`src/rtl/fifo_mux_top.sv`:
```
// fifo_mux_top
//
// Integration top of the project datapath. A 4-bit, 8-entry input FIFO (IF)
// feeds a 4-bit, 8-entry output FIFO (OF). Around them sits a selectable
// routing fabric:
//   - two one-hot-style lane demultiplexers (lane vectors A and B),
//   - a two-word crossbar producing W0/W1 from DEMUX17/DEMUX18,
//   - source muxes choosing the IF write word and the IF->OF transfer word,
//   - four output muxes whose results are registered.
//
// Ports
//   inClock                  sole clock, rising edge
//   inReset                  synchronous, active-low reset
//   in_inFIFO_inData  [3:0]  candidate IF write word (written every cycle)
//   in_outFIFO_inReadEnable  OF pop request
//   in_DEMUX_inDEMUX1/2      bits steered into lane vectors A / B
//   in_DEMUX_inDEMUX17/18    crossbar word inputs
//   in_DEMUX_inSEL1/2  [2:0] lane index for A / B
//   in_MUX_inSEL3            IF write source (0 = inData, 1 = W0)
//   in_MUX_inSEL6     [1:0]  outMUX9 source
//   in_MUX_inSEL9     [1:0]  outMUX10 source
//   in_MUX_inSEL11           outMUX16 source (1 = OF empty flag)
//   in_MUX_inSEL12           transfer source (0 = IF head, 1 = W1)
//   in_MUX_inSEL15    [2:0]  lane index for outMUX15/outMUX16
//   in_DEMUX_inSEL17         crossbar swap
//   out_MUX_outMUX9/10 [3:0] registered word outputs
//   out_MUX_outMUX15/16      registered bit outputs
module fifo_mux_top (
  input  logic       inClock,
  input  logic       inReset,
  input  logic [3:0] in_inFIFO_inData,
  input  logic       in_outFIFO_inReadEnable,
  input  logic       in_DEMUX_inDEMUX1,
  input  logic       in_DEMUX_inDEMUX2,
  input  logic [3:0] in_DEMUX_inDEMUX17,
  input  logic [3:0] in_DEMUX_inDEMUX18,
  input  logic [2:0] in_DEMUX_inSEL1,
  input  logic [2:0] in_DEMUX_inSEL2,
  input  logic       in_MUX_inSEL3,
  input  logic [1:0] in_MUX_inSEL6,
  input  logic [1:0] in_MUX_inSEL9,
  input  logic       in_MUX_inSEL11,
  input  logic       in_MUX_inSEL12,
  input  logic [2:0] in_MUX_inSEL15,
  input  logic       in_DEMUX_inSEL17,
  output logic [3:0] out_MUX_outMUX9,
  output logic [3:0] out_MUX_outMUX10,
  output logic       out_MUX_outMUX15,
  output logic       out_MUX_outMUX16
);

  localparam logic [3:0] FifoDepth = 4'd8;

  // Routing fabric signals
  logic [7:0] laneA;
  logic [7:0] laneB;
  logic [3:0] word0;
  logic [3:0] word1;

  // Input FIFO state
  logic [3:0] ifMem [8];
  logic [2:0] ifRdPtr;
  logic [2:0] ifWrPtr;
  logic [3:0] ifCount;
  logic       ifEmpty;
  logic       ifFull;
  logic [3:0] ifHead;
  logic [3:0] ifWrData;
  logic       ifPush;

  // Output FIFO state
  logic [3:0] ofMem [8];
  logic [2:0] ofRdPtr;
  logic [2:0] ofWrPtr;
  logic [3:0] ofCount;
  logic       ofEmpty;
  logic       ofFull;
  logic [3:0] ofHead;
  logic       ofPop;
  logic       ofCanAccept;

  // Transfer between the FIFOs
  logic       xfer;
  logic [3:0] xferData;

  // Output mux selections before registering
  logic [3:0] mux9Next;
  logic [3:0] mux10Next;
  logic       mux15Next;
  logic       mux16Next;

  // Lane vectors: exactly one bit position (chosen by the lane index) carries
  // the demux input bit, every other position is held at 0.
  always_comb begin
    laneA = 8'd0;
    laneB = 8'd0;
    laneA[in_DEMUX_inSEL1] = in_DEMUX_inDEMUX1;
    laneB[in_DEMUX_inSEL2] = in_DEMUX_inDEMUX2;
  end

  // Crossbar: straight-through when SEL17 is low, swapped when high.
  always_comb begin
    if (in_DEMUX_inSEL17) begin
      word0 = in_DEMUX_inDEMUX18;
      word1 = in_DEMUX_inDEMUX17;
    end else begin
      word0 = in_DEMUX_inDEMUX17;
      word1 = in_DEMUX_inDEMUX18;
    end
  end

  // FIFO status flags and first-word-fall-through heads. An empty FIFO
  // presents 0 rather than stale memory contents.
  always_comb begin
    ifEmpty = (ifCount == 4'd0);
    ifFull  = (ifCount == FifoDepth);
    ofEmpty = (ofCount == 4'd0);
    ofFull  = (ofCount == FifoDepth);
    ifHead  = ifEmpty ? 4'd0 : ifMem[ifRdPtr];
    ofHead  = ofEmpty ? 4'd0 : ofMem[ofRdPtr];
  end

  // Handshake between the two FIFOs. The decisions chain from the output
  // side backwards: an OF pop frees a slot for the transfer, and the transfer
  // in turn frees an IF slot, so a full pipeline still moves one word per
  // cycle. The IF has no write enable: a word is offered every cycle and is
  // silently dropped when there is no room.
  always_comb begin
    ofPop       = in_outFIFO_inReadEnable && !ofEmpty;
    ofCanAccept = !ofFull || ofPop;
    xfer        = !ifEmpty && ofCanAccept;
    ifPush      = !ifFull || xfer;
    ifWrData    = in_MUX_inSEL3 ? word0 : in_inFIFO_inData;
    xferData    = in_MUX_inSEL12 ? word1 : ifHead;
  end

  // Input FIFO storage. Kept free of reset; the heads are masked by the
  // empty flag so stale contents never reach the outputs.
  always_ff @(posedge inClock) begin
    if (inReset && ifPush) begin
      ifMem[ifWrPtr] <= ifWrData;
    end
  end

  // Input FIFO pointers and occupancy. A push and a pop in the same cycle
  // leave the count unchanged, including when the FIFO is full.
  always_ff @(posedge inClock) begin
    if (!inReset) begin
      ifRdPtr <= 3'd0;
      ifWrPtr <= 3'd0;
      ifCount <= 4'd0;
    end else begin
      if (ifPush) begin
        ifWrPtr <= ifWrPtr + 3'd1;
      end
      if (xfer) begin
        ifRdPtr <= ifRdPtr + 3'd1;
      end
      ifCount <= ifCount + {3'd0, ifPush} - {3'd0, xfer};
    end
  end

  // Output FIFO storage, written by the transfer path.
  always_ff @(posedge inClock) begin
    if (inReset && xfer) begin
      ofMem[ofWrPtr] <= xferData;
    end
  end

  // Output FIFO pointers and occupancy. Reads on an empty FIFO were already
  // filtered out when forming ofPop.
  always_ff @(posedge inClock) begin
    if (!inReset) begin
      ofRdPtr <= 3'd0;
      ofWrPtr <= 3'd0;
      ofCount <= 4'd0;
    end else begin
      if (xfer) begin
        ofWrPtr <= ofWrPtr + 3'd1;
      end
      if (ofPop) begin
        ofRdPtr <= ofRdPtr + 3'd1;
      end
      ofCount <= ofCount + {3'd0, xfer} - {3'd0, ofPop};
    end
  end

  // Output mux selection. Everything here reflects the state before the
  // coming edge, so the registered outputs show it one edge later.
  always_comb begin
    mux9Next = 4'd0;
    case (in_MUX_inSEL6)
      2'd0:    mux9Next = ofHead;
      2'd1:    mux9Next = ifHead;
      2'd2:    mux9Next = word0;
      default: mux9Next = word1;
    endcase

    mux10Next = 4'd0;
    case (in_MUX_inSEL9)
      2'd0:    mux10Next = word1;
      2'd1:    mux10Next = ofHead;
      2'd2:    mux10Next = laneA[3:0];
      default: mux10Next = laneB[3:0];
    endcase

    mux15Next = laneA[in_MUX_inSEL15];
    mux16Next = in_MUX_inSEL11 ? ofEmpty : laneB[in_MUX_inSEL15];
  end

  // Output registers, cleared by reset.
  always_ff @(posedge inClock) begin
    if (!inReset) begin
      out_MUX_outMUX9  <= 4'd0;
      out_MUX_outMUX10 <= 4'd0;
      out_MUX_outMUX15 <= 1'b0;
      out_MUX_outMUX16 <= 1'b0;
    end else begin
      out_MUX_outMUX9  <= mux9Next;
      out_MUX_outMUX10 <= mux10Next;
      out_MUX_outMUX15 <= mux15Next;
      out_MUX_outMUX16 <= mux16Next;
    end
  end

endmodule

```
`config.mk`:
```
export PLATFORM = sky130hd
export DESIGN_NAME = fifo_mux_top
export DESIGN_NICKNAME = d
export VERILOG_FILES = /design/src/rtl/fifo_mux_top.sv
export SDC_FILE = /design/constraint.sdc
export NUM_CORES = 1
export LEC_CHECK = 0
export CAP_MARGIN = 5
export CORE_AREA = 2 2 111 113
export DETAILED_ROUTE_END_ITERATION = 8
export DIE_AREA = 0 0 113 115
export HOLD_SLACK_MARGIN = 0.03
export PLACE_DENSITY = 0.64
export SETUP_SLACK_MARGIN = 0.5
export SLEW_MARGIN = 20
export SYNTH_ARGS = -nofsm -noshare
export SYNTH_HDL_FRONTEND = slang
export SYNTH_SLANG_ARGS = --single-unit
```
`constraint.sdc`:
```
create_clock -name inClock -period 5.54 [get_ports inClock]
set_input_delay 1.108 -clock inClock [delete_from_list [all_inputs] [get_ports inClock]]
set_output_delay 1.108 -clock inClock [all_outputs]
set_load 0.005 [all_outputs]
```
==> run_results.csv, run 1 <==
group,metric,value,unit
setup_path,cp.required,5.78,ns
global_route,grt_use_met3,3.37,%
yosys,synth_top_family_by_area,"simple AND/OR/NAND/NOR gates",
global_route,busiest_layer,"met2",
finish,area_growth,18.1,%
yosys,synth_fp_nets,439,
setup_path,crit_slowest_cell,"clkdlybuf4s50_1",
clock_network,cts_tree,"built",
power_and_ir_drop,power_density,437,nW/um^2
floorplan,coreArea,11800,um^2
floorplan,start_util,39.3,%
drt,dr_total_vias,3015,
floorplan,dieArea,13000,um^2
yosys,synth_common_cells,"64 x edfxtp_1, 36 x dfxtp_1, 31 x mux2i_1, 31 x nand2_1, 19 x and2_1",
yosys,netlist.area_leader.share,41.4,%
setup_path,crit_buf_inv,5,
setup_path,critPathCaptureType,"flip-flop",
place,place_hpwl,6940,um
setup_path,start_kind,"input port",
floorplan,die_h,115,um
yosys,synthArstFlopShare,0,%
finish,drive_above_1_share,6.96,%
sta,worst_pin_slew,1.01,ns
global_route,grt_max_degree,40,
drt,drt-wirelength-per-cell,16.4,um
sta,hold_viol_final,0,
sta,fmax,0.325,GHz
yosys,synth_most_common_cell,"edfxtp_1",
power_and_ir_drop,p_leak,1.98,nW
setup_path,worstSetupPathType,"input port to flip-flop",
clock_network,cts.repair.resized,0,
yosys,syn_area,4640,um^2
yosys,synth_flop_cell,"edfxtp_1",
finish,fin_util,46.4,%
yosys,synth-edff-count,64,
yosys,synth_seq_cells,100,
yosys,yosys.area_share.simple,15.1,%
yosys,synth.avg_cell_area,12.0,um^2
sta,final.setup.tns,0,ns
setup_path,crit_chain,"clkdlybuf4s50_1 -> nand2b_1 -> a31oi_1 -> buf_4 -> inv_1 -> ha_1 -> inv_1 -> ha_1 -> inv_1 -> fa_1 -> xnor2_1 -> and2_1",
place,port_buffers,43,
finish,n_antenna_cell,0,
yosys,synthAdderAreaFrac,5.18,%
min_path,hp-class,"flip-flop to flip-flop",
place,place_ws,2.09,ns
setup_path,cp_slowest_stage_delay,0.52,ns
clock_network,hold_buffers,0,
setup_path,crit_family,"buffers and inverters",
global_route,grt_pass1_vias,3142,
global_route,grt_antenna_before_repair,0,
sta,finClkSkew,0.00878,ns
sta,finalSetupViolCount,0,
setup_path,crit_arrival,3.31,ns
yosys,ys_warn_count,0,
status,violations,"design-rule violations",
drt,dr.pass1.iters,8,
yosys,syn-instance-count,387,
yosys,ys_top_cells_by_area,"edfxtp_1 41%, dfxtp_1 16%, mux2i_1 6.7%",
yosys,yosysUniqueCellTypes,51,
drt,drc,7,
sta,slew_viol_final,0,
sta,rsz0062_at_grt,"false",
floorplan,ios,44,
place,place.gp.congestion,0.823,
setup_path,path_common_cell,"inv_1",
sta,whs,0.513,ns
clock_network,clock_latency,0.34,ns
flow_run,cap_viol_max_count,0,
clock_network,path_clk_slew,0.06,ns
yosys,yosys.area_share.xor_xnor,3.59,%
setup_path,crit_fanout,12,
finish,fill_cells,1104,
global_route,grt_pass1_wl,15600,um
floorplan,fp-row-count,40,
yosys,yosys.area.top_type,"edfxtp_1",
yosys,synth_compound_area_share,6.83,%
clock_network,clockBufferDepth,2,
drt,final_antenna_net_count,0,
status,status,"complete, but fails checks",
sta,finalCritPeriodShare,55.5,%
drt,via_per_inst,5.22,
finish,finalNetCount,478,
floorplan,die_width,113,um
sta,period_minus_slack,3.07,ns
yosys,seq_area_frac_synth,57.0,%
clock_network,cts_buffers,9,
drt,detail_route.iter0.violations,163,
yosys,synthMuxAreaShare,9.61,%
drt,wl,9450,um
clock_network,root_buffer,"clkbuf_16",
global_route,met2_usage,25.4,%
power_and_ir_drop,peakVddDrop,0.166,mV
sta,setup_ws,2.47,ns
global_route,met1_usage,20.6,%
clock_network,postCtsSetupBuffers,0,
clock_network,clock-sinks,100,
global_route,grt_usage,15.6,%
global_route,gr-total-overflow,0,
clock_network,htree_levels,3,
sta,slew_headroom,31.9,%
final timing paths:
kind / from / endpoint / slack [ns] / depth (start not counted)
max: in_outFIFO_inReadEnable / ofCount[2]$_SDFF_PN0_ / 2.47 / 12
min: ofRdPtr[1]$_SDFFE_PN0P_ / ofRdPtr[1]$_SDFFE_PN0P_ / 0.51 / 2
max reg2reg: flip-flop / ofMem[6][3]$_DFFE_PP_ / 2.90 / 4
min reg2reg: ofRdPtr[1]$_SDFFE_PN0P_ / ofRdPtr[1]$_SDFFE_PN0P_ / 0.51 / 2
worst reg2reg max path, cell delays in order, from the launching register on:
cell     delay (ns)
dfxtp_1        0.90
mux2i_1        0.24
a22oi_1        0.21
nand3_1        0.14
o21ai_0        0.81
kinds of logic after synthesis:
group                      Yosys count
xor gates and xnor gates            19
DFF                                100
buffers and inverters               28
adders and majority gates           18
muxes                               43
and+or+nand+nor                    128
AOI/OAI and AO/OA                   50
other                                1
metrics by stage:
| stage | area (um^2) | total power, mW | instances |
|---|---|---|---|
| floorplan | 4640 | 1.57 | 387 |
| global placement | 5180 | 1.77 | 562 |
| detailed placement | 5180 | 1.79 | 562 |
| CTS | 5480 | 2.42 | 578 |
| global route | 5480 | 2.56 | 578 |
| finish | 5480 | 2.39 | 578 |
flip-flops by register name (all words and copies together) (netlist names), named ones only:
signal            flops
out_MUX_outMUX15      1
out_MUX_outMUX10      4
ifWrPtr               3
ifMem                32
out_MUX_outMUX9       4
ofMem                32
ifRdPtr               3
ofCount               4
ofWrPtr               3
ifCount               4
out_MUX_outMUX16      1
ofRdPtr               3
power breakdown:
group	leakage [nW]	total, mW	switching, mW	internal (mW)
Combinational	0.964	0.715	0.373	0.342
Clock	0.144	0.627	0.274	0.353
Sequential	0.876	1.05	0.114	0.939
per-layer routing:
metal,wire length (um),share of wire (%)
met5,0,0
met4,148,1.6
met3,509,5.4
met2,4260,45
met1,4540,48
layout make-up:
cell class              count  area, um^2  share of cell area, %
flip-flops and latches    100        2640                   48.3
well taps                 147         184                   3.36
multi-input cells         259        1870                   34.2
inverters                  12        45.0                  0.823
clock buffers               9         225                   4.11
clock inverters             7        73.8                   1.35
repair buffers             44         433                   7.91
placed cells by master, fill, tap and decap left out, types with 3 or more instances in the layout:
cell              n
clkdlybuf4s50_1  42
o21ai_1           3
ha_1             16
a2111oi_0         4
a211oi_1          5
nor2b_1          13
dfxtp_1          36
o22ai_1           4
and2_1           19
mux2i_1          31
nor2_1           17
a31oi_1           4
nand2_1          31
a21oi_1          12
inv_1            12
xor2_1            7
clkbuf_16         9
xnor2_1          12
nor3_1            7
mux2_2           10
inv_6             3
nand3_1          11
edfxtp_1         64
o21ai_0           9
nand2b_1          7
Power figures use the tool's default switching activity.
==> run 2: changes to the inputs <==
--- a/config.mk
+++ b/config.mk
@@ -10,7 +10,7 @@
 export DETAILED_ROUTE_END_ITERATION = 8
 export DIE_AREA = 0 0 113 115
 export HOLD_SLACK_MARGIN = 0.03
-export PLACE_DENSITY = 0.64
+export PLACE_DENSITY = 0.67
 export SETUP_SLACK_MARGIN = 0.5
 export SLEW_MARGIN = 20
 export SYNTH_ARGS = -nofsm -noshare
==> constraint.sdc (replaced) <==
create_clock -name inClock -period 2.8 [get_ports inClock]
set_input_delay 0.56 -clock inClock [delete_from_list [all_inputs] [get_ports inClock]]
set_output_delay 0.56 -clock inClock [all_outputs]
set_load 0.005 [all_outputs]
==> run 2 against run 1 <==
Compared with the run above:
- the flow still finishes with violations (design-rule violations)
- power grew 110%
- via count grew 2.5%
- routed wire length grew 1.1%
- critical path type is now flip-flop to flip-flop
- highest routed layer unchanged
==> run_results.csv, run 2 (synthesis gave the netlist of run 1 again) <==
group,metric,value,unit
status,status,"complete, but fails checks",
status,violations,"design-rule violations",
finish,reg_top3,"ifMem: 32 flops, ofMem: 32 flops",
sta,finClkSkew,0.00604,ns
sta,rsz0062_at_grt,"false",
setup_path,crit_slowest_cell,"or3b_4",
setup_path,crit_buf_inv,4,
setup_path,crit_family,"adder cells",
power_and_ir_drop,p_leak,2.10,nW
finish,instances_no_fill,604,
power_and_ir_drop,peakVddDrop,0.435,mV
sta,worst_pin_slew,0.715,ns
global_route,gr-total-overflow,0,
drt,final_antenna_net_count,0,
global_route,grt_antenna_before_repair,0,
setup_path,cp.required,3.04,ns
sta,slew_viol_final,0,
drt,dr_total_vias,3089,
sta,hold_viol_final,0,
clock_network,htree_levels,3,
clock_network,clock_latency,0.35,ns
clock_network,path_clk_slew,0.07,ns
place,place_hpwl,6810,um
global_route,grt_pass1_vias,3120,
sta,period_minus_slack,2.21,ns
floorplan,coreArea,11800,um^2
drt,drc,9,
global_route,grt_pass1_wl,15600,um
drt,drt-wirelength-per-cell,15.8,um
floorplan,dieArea,13000,um^2
place,port_buffers,43,
finish,design_area,5730,um^2
clock_network,cts_buffers,9,
finish,area_growth,23.6,%
power_and_ir_drop,clkPwrFrac,23.3,%
floorplan,die_width,113,um
min_path,hp-class,"flip-flop to flip-flop",
place,placedCellCount,581,
clock_network,root_buffer,"clkbuf_16",
finish,final_common_cell,"edfxtp_1",
sta,final.setup.tns,0,ns
power_and_ir_drop,intPower,3.38,mW
power_and_ir_drop,p_seq_share,41.9,%
place,place.gp.congestion,0.786,
sta,finalCritPeriodShare,79.1,%
drt,detail_route.iter0.violations,196,
power_and_ir_drop,switchingPower,1.59,mW
finish,fill_cells,1077,
drt,dr.pass1.iters,7,
sta,finalSetupViolCount,0,
global_route,grt_max_degree,23,
floorplan,fp-row-count,40,
drt,wl,9560,um
clock_network,clockBufferDepth,2,
place,place_area,5360,um^2
sta,slew_headroom,52.0,%
setup_path,crit_fanout,3,
floorplan,ios,44,
clock_network,clock-sinks,100,
floorplan,die_h,115,um
floorplan,start_util,39.3,%
setup_path,critPathCaptureType,"flip-flop",
setup_path,crit_arrival,2.45,ns
global_route,grt_usage,15.6,%
drt,via_per_inst,5.11,
finish,drive_above_1_share,15.8,%
sta,fmax,0.452,GHz
setup_path,cp_slowest_stage_delay,0.40,ns
power_and_ir_drop,power_density,867,nW/um^2
setup_path,worstSetupPathType,"flip-flop to flip-flop",
setup_path,start_kind,"flip-flop",
setup_path,crit_chain,"inv_2 -> ha_4 -> or3b_4 -> nand2_4 -> inv_2 -> ha_4 -> inv_4 -> ha_4 -> inv_2 -> fa_2 -> xnor2_1 -> and2_1",
clock_network,cts_tree,"built",
power_and_ir_drop,comb_power_share,34.8,%
finish,final_cell_mix,"64 x edfxtp_1, 42 x clkdlybuf4s50_1, 32 x dfxtp_1",
power_and_ir_drop,p_sw_share,32.0,%
flow_run,cap_viol_max_count,0,
finish,n_antenna_cell,0,
finish,finalNetCount,504,
run 2: power groups by stage:
stage,registers [mW],logic (mW),clock network [mW]
2_1_floorplan,2.00,1.17,0
3_3_place_gp,2.09,1.51,0
3_5_place_dp,2.10,1.56,0
4_1_cts,2.07,1.62,1.19
5_1_grt,2.12,1.94,1.26
6_report,2.08,1.73,1.16
run 2: worst min-delay path: stages, from the launching register on:
cell and delay (ns):
dfxtp_1 0.32, nand2_1 0.05, a21boi_0 0.10
run 2: stage by stage:
step | util [%] | hold WS (ns) | setup WS [ns] | power, mW
6_report | 48.5 | 0.522 | 0.586 | 4.97
5_1_grt | 48.5 | 0.568 | 0.498 | 5.32
4_1_cts | 48.0 | 0.525 | 0.504 | 4.89
2_1_floorplan | - | 0.467 | 0.520 | 3.17
3_5_place_dp | 45.3 | 0.515 | 0.106 | 3.66
3_3_place_gp | 45.3 | 0.496 | 0.118 | 3.61
run 2: area by class of cell:
class	instances	area [um^2]	area share [%]
clock buffers	11	243	4.24
clock inverters	5	36.3	0.633
inverters	12	50.0	0.874
multi-input cells	259	1940	33.8
flip-flops and latches	100	2650	46.2
well taps	147	184	3.21
repair buffers	70	632	11.0
run 2: worst paths after layout:
path	start	endpoint	slack, ns	depth (start not counted)
max	ofCount[3]$_SDFF_PN0_	ofCount[2]$_SDFF_PN0_	0.59	12
min	ofRdPtr[1]$_SDFFE_PN0P_	ofRdPtr[1]$_SDFFE_PN0P_	0.52	2
max reg2reg	ofCount[3]$_SDFF_PN0_	ofCount[2]$_SDFF_PN0_	0.59	12
min reg2reg	ofRdPtr[1]$_SDFFE_PN0P_	ofRdPtr[1]$_SDFFE_PN0P_	0.52	2
run 2: layer usage:
metal | GRT usage (%) | vias to the layer above | wire length [um]
met1 | 20.5 | 1460 | 4520
li1 | - | 1531 | -
met4 | 6.02 | 0 | 160
met3 | 4.27 | 12 | 580
met2 | 24.7 | 86 | 4300
met5 | 0 | - | 0
run 2: repair_timing:
item	in CTS	in global routing
pin swaps	1	1
gates cloned	0	0
gates resized for setup	7	9
setup endpoints to repair	16	13
hold buffers	0	0
setup buffers	2	5
